File: src/rtl/alu_32_bit_cmd_sequencer_if.sv
// Command/response handshake bundle for alu_32_bit_cmd_sequencer.
// Optional macro ALU_SEQ_ACCUM_EN adds the Cmd_Accum_In select line.
interface alu_32_bit_cmd_sequencer_if #(
   parameter int DATA_WIDTH  = 32,
   parameter int COUNT_WIDTH = 16
);
   logic                   Cmd_Valid_In;
   logic                   Cmd_Ready_Out;
   logic [3:0]             Cmd_Op_In;
   logic [DATA_WIDTH-1:0]  Cmd_A_In;
   logic [DATA_WIDTH-1:0]  Cmd_B_In;
`ifdef ALU_SEQ_ACCUM_EN
   logic                   Cmd_Accum_In;
`endif
   logic                   Rsp_Valid_Out;
   logic                   Rsp_Ready_In;
   logic [DATA_WIDTH-1:0]  Rsp_Result_Out;
   logic                   Rsp_Carry_Out;
   logic                   Rsp_Div_Zero_Out;
   logic [COUNT_WIDTH-1:0] Rsp_Count_Out;

   modport master (
`ifdef ALU_SEQ_ACCUM_EN
      output Cmd_Accum_In,
`endif
      output Cmd_Valid_In,
      output Cmd_Op_In,
      output Cmd_A_In,
      output Cmd_B_In,
      output Rsp_Ready_In,
      input  Cmd_Ready_Out,
      input  Rsp_Valid_Out,
      input  Rsp_Result_Out,
      input  Rsp_Carry_Out,
      input  Rsp_Div_Zero_Out,
      input  Rsp_Count_Out
   );

   modport slave (
`ifdef ALU_SEQ_ACCUM_EN
      input  Cmd_Accum_In,
`endif
      input  Cmd_Valid_In,
      input  Cmd_Op_In,
      input  Cmd_A_In,
      input  Cmd_B_In,
      input  Rsp_Ready_In,
      output Cmd_Ready_Out,
      output Rsp_Valid_Out,
      output Rsp_Result_Out,
      output Rsp_Carry_Out,
      output Rsp_Div_Zero_Out,
      output Rsp_Count_Out
   );
endinterface

File: src/rtl/alu_32_bit_cmd_sequencer.sv
// Issue/capture sequencer in front of the combinational ALU_32_Bit.
// Optional macro ALU_SEQ_ACCUM_EN enables the accumulator-as-A feature.
module alu_32_bit_cmd_sequencer #(
   parameter int DATA_WIDTH  = 32,
   parameter int EXEC_CYCLES = 1,
   parameter int COUNT_WIDTH = 16
) (
   input  logic                  Clock_In,
   input  logic                  Reset_n_In,
   alu_32_bit_cmd_sequencer_if.slave bus,
   output logic                  ALU_Enable_Out,
   output logic [3:0]            ALU_Operation_Select_Out,
   output logic [DATA_WIDTH-1:0] ALU_Data_A_Out,
   output logic [DATA_WIDTH-1:0] ALU_Data_B_Out,
   input  logic [DATA_WIDTH-1:0] ALU_Result_In,
   input  logic                  ALU_Carry_In
);

   localparam int CNT_W =
      (EXEC_CYCLES > 1) ? $clog2(EXEC_CYCLES) : 1;
   localparam logic [CNT_W-1:0] EXEC_LAST =
      CNT_W'(EXEC_CYCLES - 1);

   typedef enum logic [1:0] {
      IDLE,
      DZERO,
      EXEC,
      RESP
   } state_t;

   state_t                 state;
   logic [CNT_W-1:0]       exec_cnt;
   logic                   cmd_ready;
   logic                   rsp_valid;
   logic [DATA_WIDTH-1:0]  rsp_result;
   logic                   rsp_carry;
   logic                   rsp_dz;
   logic [COUNT_WIDTH-1:0] rsp_count;
   logic [DATA_WIDTH-1:0]  a_sel;
   logic                   accept;
   logic                   div_zero;

`ifdef ALU_SEQ_ACCUM_EN
   logic [DATA_WIDTH-1:0]  accum;
   assign a_sel = bus.Cmd_Accum_In ? accum : bus.Cmd_A_In;
`else
   assign a_sel = bus.Cmd_A_In;
`endif

   assign accept   = bus.Cmd_Valid_In && cmd_ready;
   assign div_zero = ((bus.Cmd_Op_In == 4'h6) ||
                      (bus.Cmd_Op_In == 4'h7)) &&
                     (bus.Cmd_B_In == '0);

   assign bus.Cmd_Ready_Out    = cmd_ready;
   assign bus.Rsp_Valid_Out    = rsp_valid;
   assign bus.Rsp_Result_Out   = rsp_result;
   assign bus.Rsp_Carry_Out    = rsp_carry;
   assign bus.Rsp_Div_Zero_Out = rsp_dz;
   assign bus.Rsp_Count_Out    = rsp_count;

   // Command FSM: accept, run ALU or screen div-zero, hold response
   always_ff @(posedge Clock_In or negedge Reset_n_In) begin
      if (!Reset_n_In) begin
         state                    <= IDLE;
         exec_cnt                 <= '0;
         cmd_ready                <= 1'b1;
         ALU_Enable_Out           <= 1'b0;
         ALU_Operation_Select_Out <= '0;
         ALU_Data_A_Out           <= '0;
         ALU_Data_B_Out           <= '0;
         rsp_valid                <= 1'b0;
         rsp_result               <= '0;
         rsp_carry                <= 1'b0;
         rsp_dz                   <= 1'b0;
         rsp_count                <= '0;
`ifdef ALU_SEQ_ACCUM_EN
         accum                    <= '0;
`endif
      end else begin
         unique case (state)
            IDLE: begin
               if (accept) begin
                  ALU_Operation_Select_Out <= bus.Cmd_Op_In;
                  ALU_Data_A_Out           <= a_sel;
                  ALU_Data_B_Out           <= bus.Cmd_B_In;
                  cmd_ready                <= 1'b0;
                  exec_cnt                 <= '0;
                  if (div_zero) begin
                     state          <= DZERO;
                  end else begin
                     ALU_Enable_Out <= 1'b1;
                     state          <= EXEC;
                  end
               end
            end
            DZERO: begin
               rsp_result <= '0;
               rsp_carry  <= 1'b0;
               rsp_dz     <= 1'b1;
               rsp_valid  <= 1'b1;
               state      <= RESP;
            end
            EXEC: begin
               if (exec_cnt == EXEC_LAST) begin
                  ALU_Enable_Out <= 1'b0;
                  rsp_result     <= ALU_Result_In;
                  rsp_carry      <= ALU_Carry_In;
                  rsp_dz         <= 1'b0;
                  rsp_valid      <= 1'b1;
                  state          <= RESP;
               end else begin
                  exec_cnt <= exec_cnt + CNT_W'(1);
               end
            end
            RESP: begin
               if (bus.Rsp_Ready_In) begin
                  rsp_valid <= 1'b0;
                  rsp_count <= rsp_count + COUNT_WIDTH'(1);
`ifdef ALU_SEQ_ACCUM_EN
                  accum     <= rsp_result;
`endif
                  cmd_ready <= 1'b1;
                  state     <= IDLE;
               end
            end
            default: begin
               state <= IDLE;
            end
         endcase
      end
   end

endmodule

File: src/flat_wrapper.sv
// flat-port wrapper written by rule: the top's interface ports become plain ports
module alu_32_bit_cmd_sequencer_flat 
#(
   parameter int DATA_WIDTH  = 32,
   parameter int EXEC_CYCLES = 1,
   parameter int COUNT_WIDTH = 16
)
  (Clock_In, Reset_n_In, ALU_Enable_Out, ALU_Operation_Select_Out, ALU_Data_A_Out, ALU_Data_B_Out, ALU_Result_In, ALU_Carry_In, bus_Cmd_Valid_In, bus_Cmd_Op_In, bus_Cmd_A_In, bus_Cmd_B_In, bus_Rsp_Ready_In, bus_Cmd_Ready_Out, bus_Rsp_Valid_Out, bus_Rsp_Result_Out, bus_Rsp_Carry_Out, bus_Rsp_Div_Zero_Out, bus_Rsp_Count_Out);
  alu_32_bit_cmd_sequencer_if #(.DATA_WIDTH(DATA_WIDTH), .COUNT_WIDTH(COUNT_WIDTH)) bus_i ();
  input  logic Clock_In;
  input  logic Reset_n_In;
  output logic ALU_Enable_Out;
  output logic [3:0] ALU_Operation_Select_Out;
  output logic [DATA_WIDTH-1:0] ALU_Data_A_Out;
  output logic [DATA_WIDTH-1:0] ALU_Data_B_Out;
  input  logic [DATA_WIDTH-1:0] ALU_Result_In;
  input  logic ALU_Carry_In;
  input wire logic [$bits(bus_i.Cmd_Valid_In)-1:0] bus_Cmd_Valid_In;
  input wire logic [$bits(bus_i.Cmd_Op_In)-1:0] bus_Cmd_Op_In;
  input wire logic [$bits(bus_i.Cmd_A_In)-1:0] bus_Cmd_A_In;
  input wire logic [$bits(bus_i.Cmd_B_In)-1:0] bus_Cmd_B_In;
  input wire logic [$bits(bus_i.Rsp_Ready_In)-1:0] bus_Rsp_Ready_In;
  output wire logic [$bits(bus_i.Cmd_Ready_Out)-1:0] bus_Cmd_Ready_Out;
  output wire logic [$bits(bus_i.Rsp_Valid_Out)-1:0] bus_Rsp_Valid_Out;
  output wire logic [$bits(bus_i.Rsp_Result_Out)-1:0] bus_Rsp_Result_Out;
  output wire logic [$bits(bus_i.Rsp_Carry_Out)-1:0] bus_Rsp_Carry_Out;
  output wire logic [$bits(bus_i.Rsp_Div_Zero_Out)-1:0] bus_Rsp_Div_Zero_Out;
  output wire logic [$bits(bus_i.Rsp_Count_Out)-1:0] bus_Rsp_Count_Out;
  assign bus_i.Cmd_Valid_In = bus_Cmd_Valid_In;
  assign bus_i.Cmd_Op_In = bus_Cmd_Op_In;
  assign bus_i.Cmd_A_In = bus_Cmd_A_In;
  assign bus_i.Cmd_B_In = bus_Cmd_B_In;
  assign bus_i.Rsp_Ready_In = bus_Rsp_Ready_In;
  assign bus_Cmd_Ready_Out = bus_i.Cmd_Ready_Out;
  assign bus_Rsp_Valid_Out = bus_i.Rsp_Valid_Out;
  assign bus_Rsp_Result_Out = bus_i.Rsp_Result_Out;
  assign bus_Rsp_Carry_Out = bus_i.Rsp_Carry_Out;
  assign bus_Rsp_Div_Zero_Out = bus_i.Rsp_Div_Zero_Out;
  assign bus_Rsp_Count_Out = bus_i.Rsp_Count_Out;
  alu_32_bit_cmd_sequencer #(.DATA_WIDTH(DATA_WIDTH), .EXEC_CYCLES(EXEC_CYCLES), .COUNT_WIDTH(COUNT_WIDTH)) u_core (.Clock_In(Clock_In), .Reset_n_In(Reset_n_In), .bus(bus_i), .ALU_Enable_Out(ALU_Enable_Out), .ALU_Operation_Select_Out(ALU_Operation_Select_Out), .ALU_Data_A_Out(ALU_Data_A_Out), .ALU_Data_B_Out(ALU_Data_B_Out), .ALU_Result_In(ALU_Result_In), .ALU_Carry_In(ALU_Carry_In));
endmodule
File: config.mk
export PLATFORM = sky130hd
export DESIGN_NAME = alu_32_bit_cmd_sequencer_flat
export DESIGN_NICKNAME = d
export VERILOG_FILES = /design/src/rtl/alu_32_bit_cmd_sequencer_if.sv /design/src/rtl/alu_32_bit_cmd_sequencer.sv /design/src/flat_wrapper.sv
export SDC_FILE = /design/constraint.sdc
export NUM_CORES = 1
export LEC_CHECK = 0
export ABC_CLOCK_PERIOD_IN_PS = 4400
export CAP_MARGIN = 20
export CORE_ASPECT_RATIO = 0.6
export CORE_MARGIN = 10
export CORE_UTILIZATION = 45
export CTS_BUF_LIST = sky130_fd_sc_hd__clkbuf_16
export DETAILED_ROUTE_END_ITERATION = 12
export PLACE_DENSITY = 0.87
export SETUP_SLACK_MARGIN = 0.2
export SLEW_MARGIN = 10
export SYNTH_ARGS = -nofsm -noshare
export SYNTH_HDL_FRONTEND = slang
export SYNTH_SLANG_ARGS = --single-unit
File: constraint.sdc
create_clock -name Clock_In -period 4.4 [get_ports Clock_In]
set_input_delay 0.88 -clock Clock_In [delete_from_list [all_inputs] [get_ports Clock_In]]
set_output_delay 0.88 -clock Clock_In [all_outputs]
set_load 0.05 [all_outputs]
==> metrics.txt <==
CP Launch Type=flop; DR vias/cell=a little under 5; final setup fails=0; Layout Skew=0.00896 ns; Largest delay share family, worst path=buffers and inverters; clock power share=0.221; global-route wire length before repair=about 26 mm; CTS tree=built; final net count=878; I/O pin cnt=226; Final Util=0.749; sequential-to-total area share from yosys stat=0.621; post-detailed-placement half-perimeter wirelength=12.2 mm; setup bufs post-CTS=0; GP Congestion=about 0.86; initial antenna violation count=0; cts bufs inserted=17; Post-Route WL=about 16 mm; CTS HTree Levels=4; DRC=0; Syn Nets=about 650; Syn Area/Cell=about 9 µm²; Slew headroom=0.545; setup TNS=0 ns; Gate Count Post-Synth=roughly 540; crit path max fanout=6; clock tree buffer depth=2; DIE WIDTH=roughly 160 µm; Worst Max-Slew Pin Slew=0.683 ns; vias=between 4000 and 5000; Syn. warnings=0; leading area contributor after synthesis=dfrtp_1; Async SR Flop Fraction=1.00; Clock Latency Late Sink=~0.4 ns; worst hold slack=around 0.44 ns; fin crit period=approximately 2.7 ns; maxcap violations=0; Synth cell types=35; crit path capture type=output pin; Antenna Cells=0; row cnt=29; I/O Buffers=around 230; PwrDens=851 mW/mm²; WL/cell=roughly 18 µm; largest net degree at the start of global routing=a little over 80; critical path arrival=roughly 1.8 ns; Hold Path Class=in -> async; crit-path max cell delay=between 0.8 and 0.9 ns; critical path, cell by cell=clkdlybuf4s50_1; Post-DRT Antenna Nets=0; die area=between 0.015 and 0.02 mm²; multi-input logic area=between 0.0015 and 0.002 mm²; slowest stage cell, crit path=clkdlybuf4s50_1; clk sinks=~120; Logic pwr share=0.506; vias in the first global route=approximately 4800; dominant synthesized flop cell=dfrtp_1; CP startpoint=u_core.bus.Cmd_Ready_Out; Post-Syn Area=approximately 0.0050 mm²; Starting Density=0.465; clk slew on worst S/H paths=approximately 0.060 ns; crit share post-route=0.612; Design Power=slightly below 7 mW; 1st-pass router iterations=4; Worst Path Required=3.52 ns; core box area=roughly 0.011 mm²; register area=around 0.003 mm²; Die H=just over 100 µm; Lkg Pwr=roughly 3.7 nW; Internal=3.66 mW; layout cell share with drive strength beyond 1=0.0576; VDD IR-drop max=slightly above 0.0007 V; FF+latch count, synth=between 100 and 150; switch share=0.463; Sw Pwr=between 3 and 4 mW; status=finished clean; Max Fclk=approximately 370 MHz; non-filler instance count after layout=920; Critical R2R Launch=u_core.state[0]; Max Transition Viols Final=0; Crit path buffers/inverters=1; Crit Path Class=reg -> out; post-cts resize count=0; Inst Count DP=886; Seq pwr share=0.274; largest cells by area after synthesis=dfrtp_1 (62%), nand2_1 (19%), o21ai_0 (3.3%); Post-synth EDFFs=0; Total GRT Usage=0.204; top cell type's share of synthesized area=0.616; Layout area overhead=61.2%; Clock Tree Root=clkbuf_16; fillers=710; final hold violation count=0; Remaining Overflow, GRT=0; initial drt markers=between 200 and 250; CTS hold repair buffers=0; RSZ-0062 raised after global routing=false
synthesized netlist by cell type (2+ instances only):
master	number
xnor2_1	9
nor3_1	2
nor2_1	9
ha_1	5
buf_2	3
nand3_1	11
inv_1	42
o21ai_0	33
nor4_1	6
nand2_1	246
a21oi_1	3
clkbuf_1	19
xor2_1	6
nor4b_1	2
a22o_1	2
and3_1	2
nand4_1	2
dfrtp_1	122
layer usage:
| metal | vias up | share of wire | track usage |
|---|---|---|---|
| li1 | 2149 | - | - |
| met3 | 22 | 0.12 | 0.113 |
| met1 | 2122 | 0.39 | 0.226 |
| met5 | - | 0 | 0 |
| met4 | 0 | 0.020 | 0.0659 |
| met2 | 186 | 0.47 | 0.334 |
metrics by stage:
step,cell area [µm²],setup WS (ns)
2_1_floorplan,4960,2.27
3_3_place_gp,7330,1.59
5_1_grt,8000,1.66
4_1_cts,7960,1.68
3_5_place_dp,7330,1.57
6_report,8000,1.71
registers in the layout, summed over array words and instances (netlist names):
| signal | count |
|---|---|
| u_core.bus.Rsp_Valid_Out | 1 |
| u_core.bus.Rsp_Result_Out | 32 |
| u_core.bus.Cmd_Ready_Out | 1 |
| u_core.ALU_Operation_Select_Out | 4 |
| u_core.ALU_Enable_Out | 1 |
| u_core.ALU_Data_A_Out | 32 |
| u_core.state | 2 |
| u_core.bus.Rsp_Count_Out | 16 |
| u_core.ALU_Data_B_Out | 32 |
| u_core.bus.Rsp_Carry_Out | 1 |
| u_core.bus.Rsp_Div_Zero_Out | 1 |
final cells by class:
| class | count | area share |
|---|---|---|
| Clock buffer | 17 | 0.0532 |
| Timing Repair Buffer | 232 | 0.290 |
| Sequential cell | 123 | 0.385 |
| Multi-Input combinational cell | 352 | 0.204 |
| Tap cell | 139 | 0.0218 |
| Inverter | 42 | 0.0197 |
| Clock inverter | 15 | 0.0260 |
power groups by stage:
stage / registers (mW) / logic (mW) / clock network (mW)
final: 1.86 / 3.44 / 1.50
after global routing: 1.92 / 3.64 / 1.58
after CTS: 1.86 / 3.47 / 1.52
after detailed placement: 1.87 / 3.45 / 0
after global placement: 1.84 / 3.38 / 0
after floorplan: 3.34 / 0.670 / 0
final timing paths:
path,slack (ns),to,cells past startpoint
min reg2reg,0.47,u_core.ALU_Data_B_Out[14],2
max,1.71,bus_Cmd_Ready_Out,1
min in group Clock_In,0.47,u_core.ALU_Data_B_Out[14],2
max in group asynchronous,2.90,u_core.bus.Rsp_Result_Out[13],3
max reg2reg,2.26,u_core.ALU_Data_B_Out[1],6
min,0.44,u_core.ALU_Data_B_Out[12],1
cell families (layout without fill, tap and decap cells):
logic type / Yosys count / in the layout / synth area share
simple gates: 287 / 287 / 0.236
flops: 123 / 123 / 0.621
buf+inv: 66 / 306 / 0.0510
compound gates: 43 / 43 / 0.0485
xor+xnor: 15 / 15 / 0.0265
fa+ha+maj: 5 / 5 / 0.0126
mux: 2 / 2 / 0.00429
cell usage in the layout, fill, tap and decap left out, types with 5 or more instances in the layout:
cell / synthesis / layout
nand3_1: 11 / 10
nor4_1: 6 / 6
o21ai_0: 33 / 33
bufinv_16: 0 / 5
dfrtp_1: 122 / 122
buf_4: 0 / 6
nand2_1: 246 / 246
xnor2_1: 9 / 9
ha_1: 5 / 5
inv_1: 42 / 45
nor2_1: 9 / 9
clkdlybuf4s50_1: 0 / 224
xor2_1: 6 / 6
clkbuf_16: 0 / 17
Note: power is estimated with default switching activity, not from simulation.
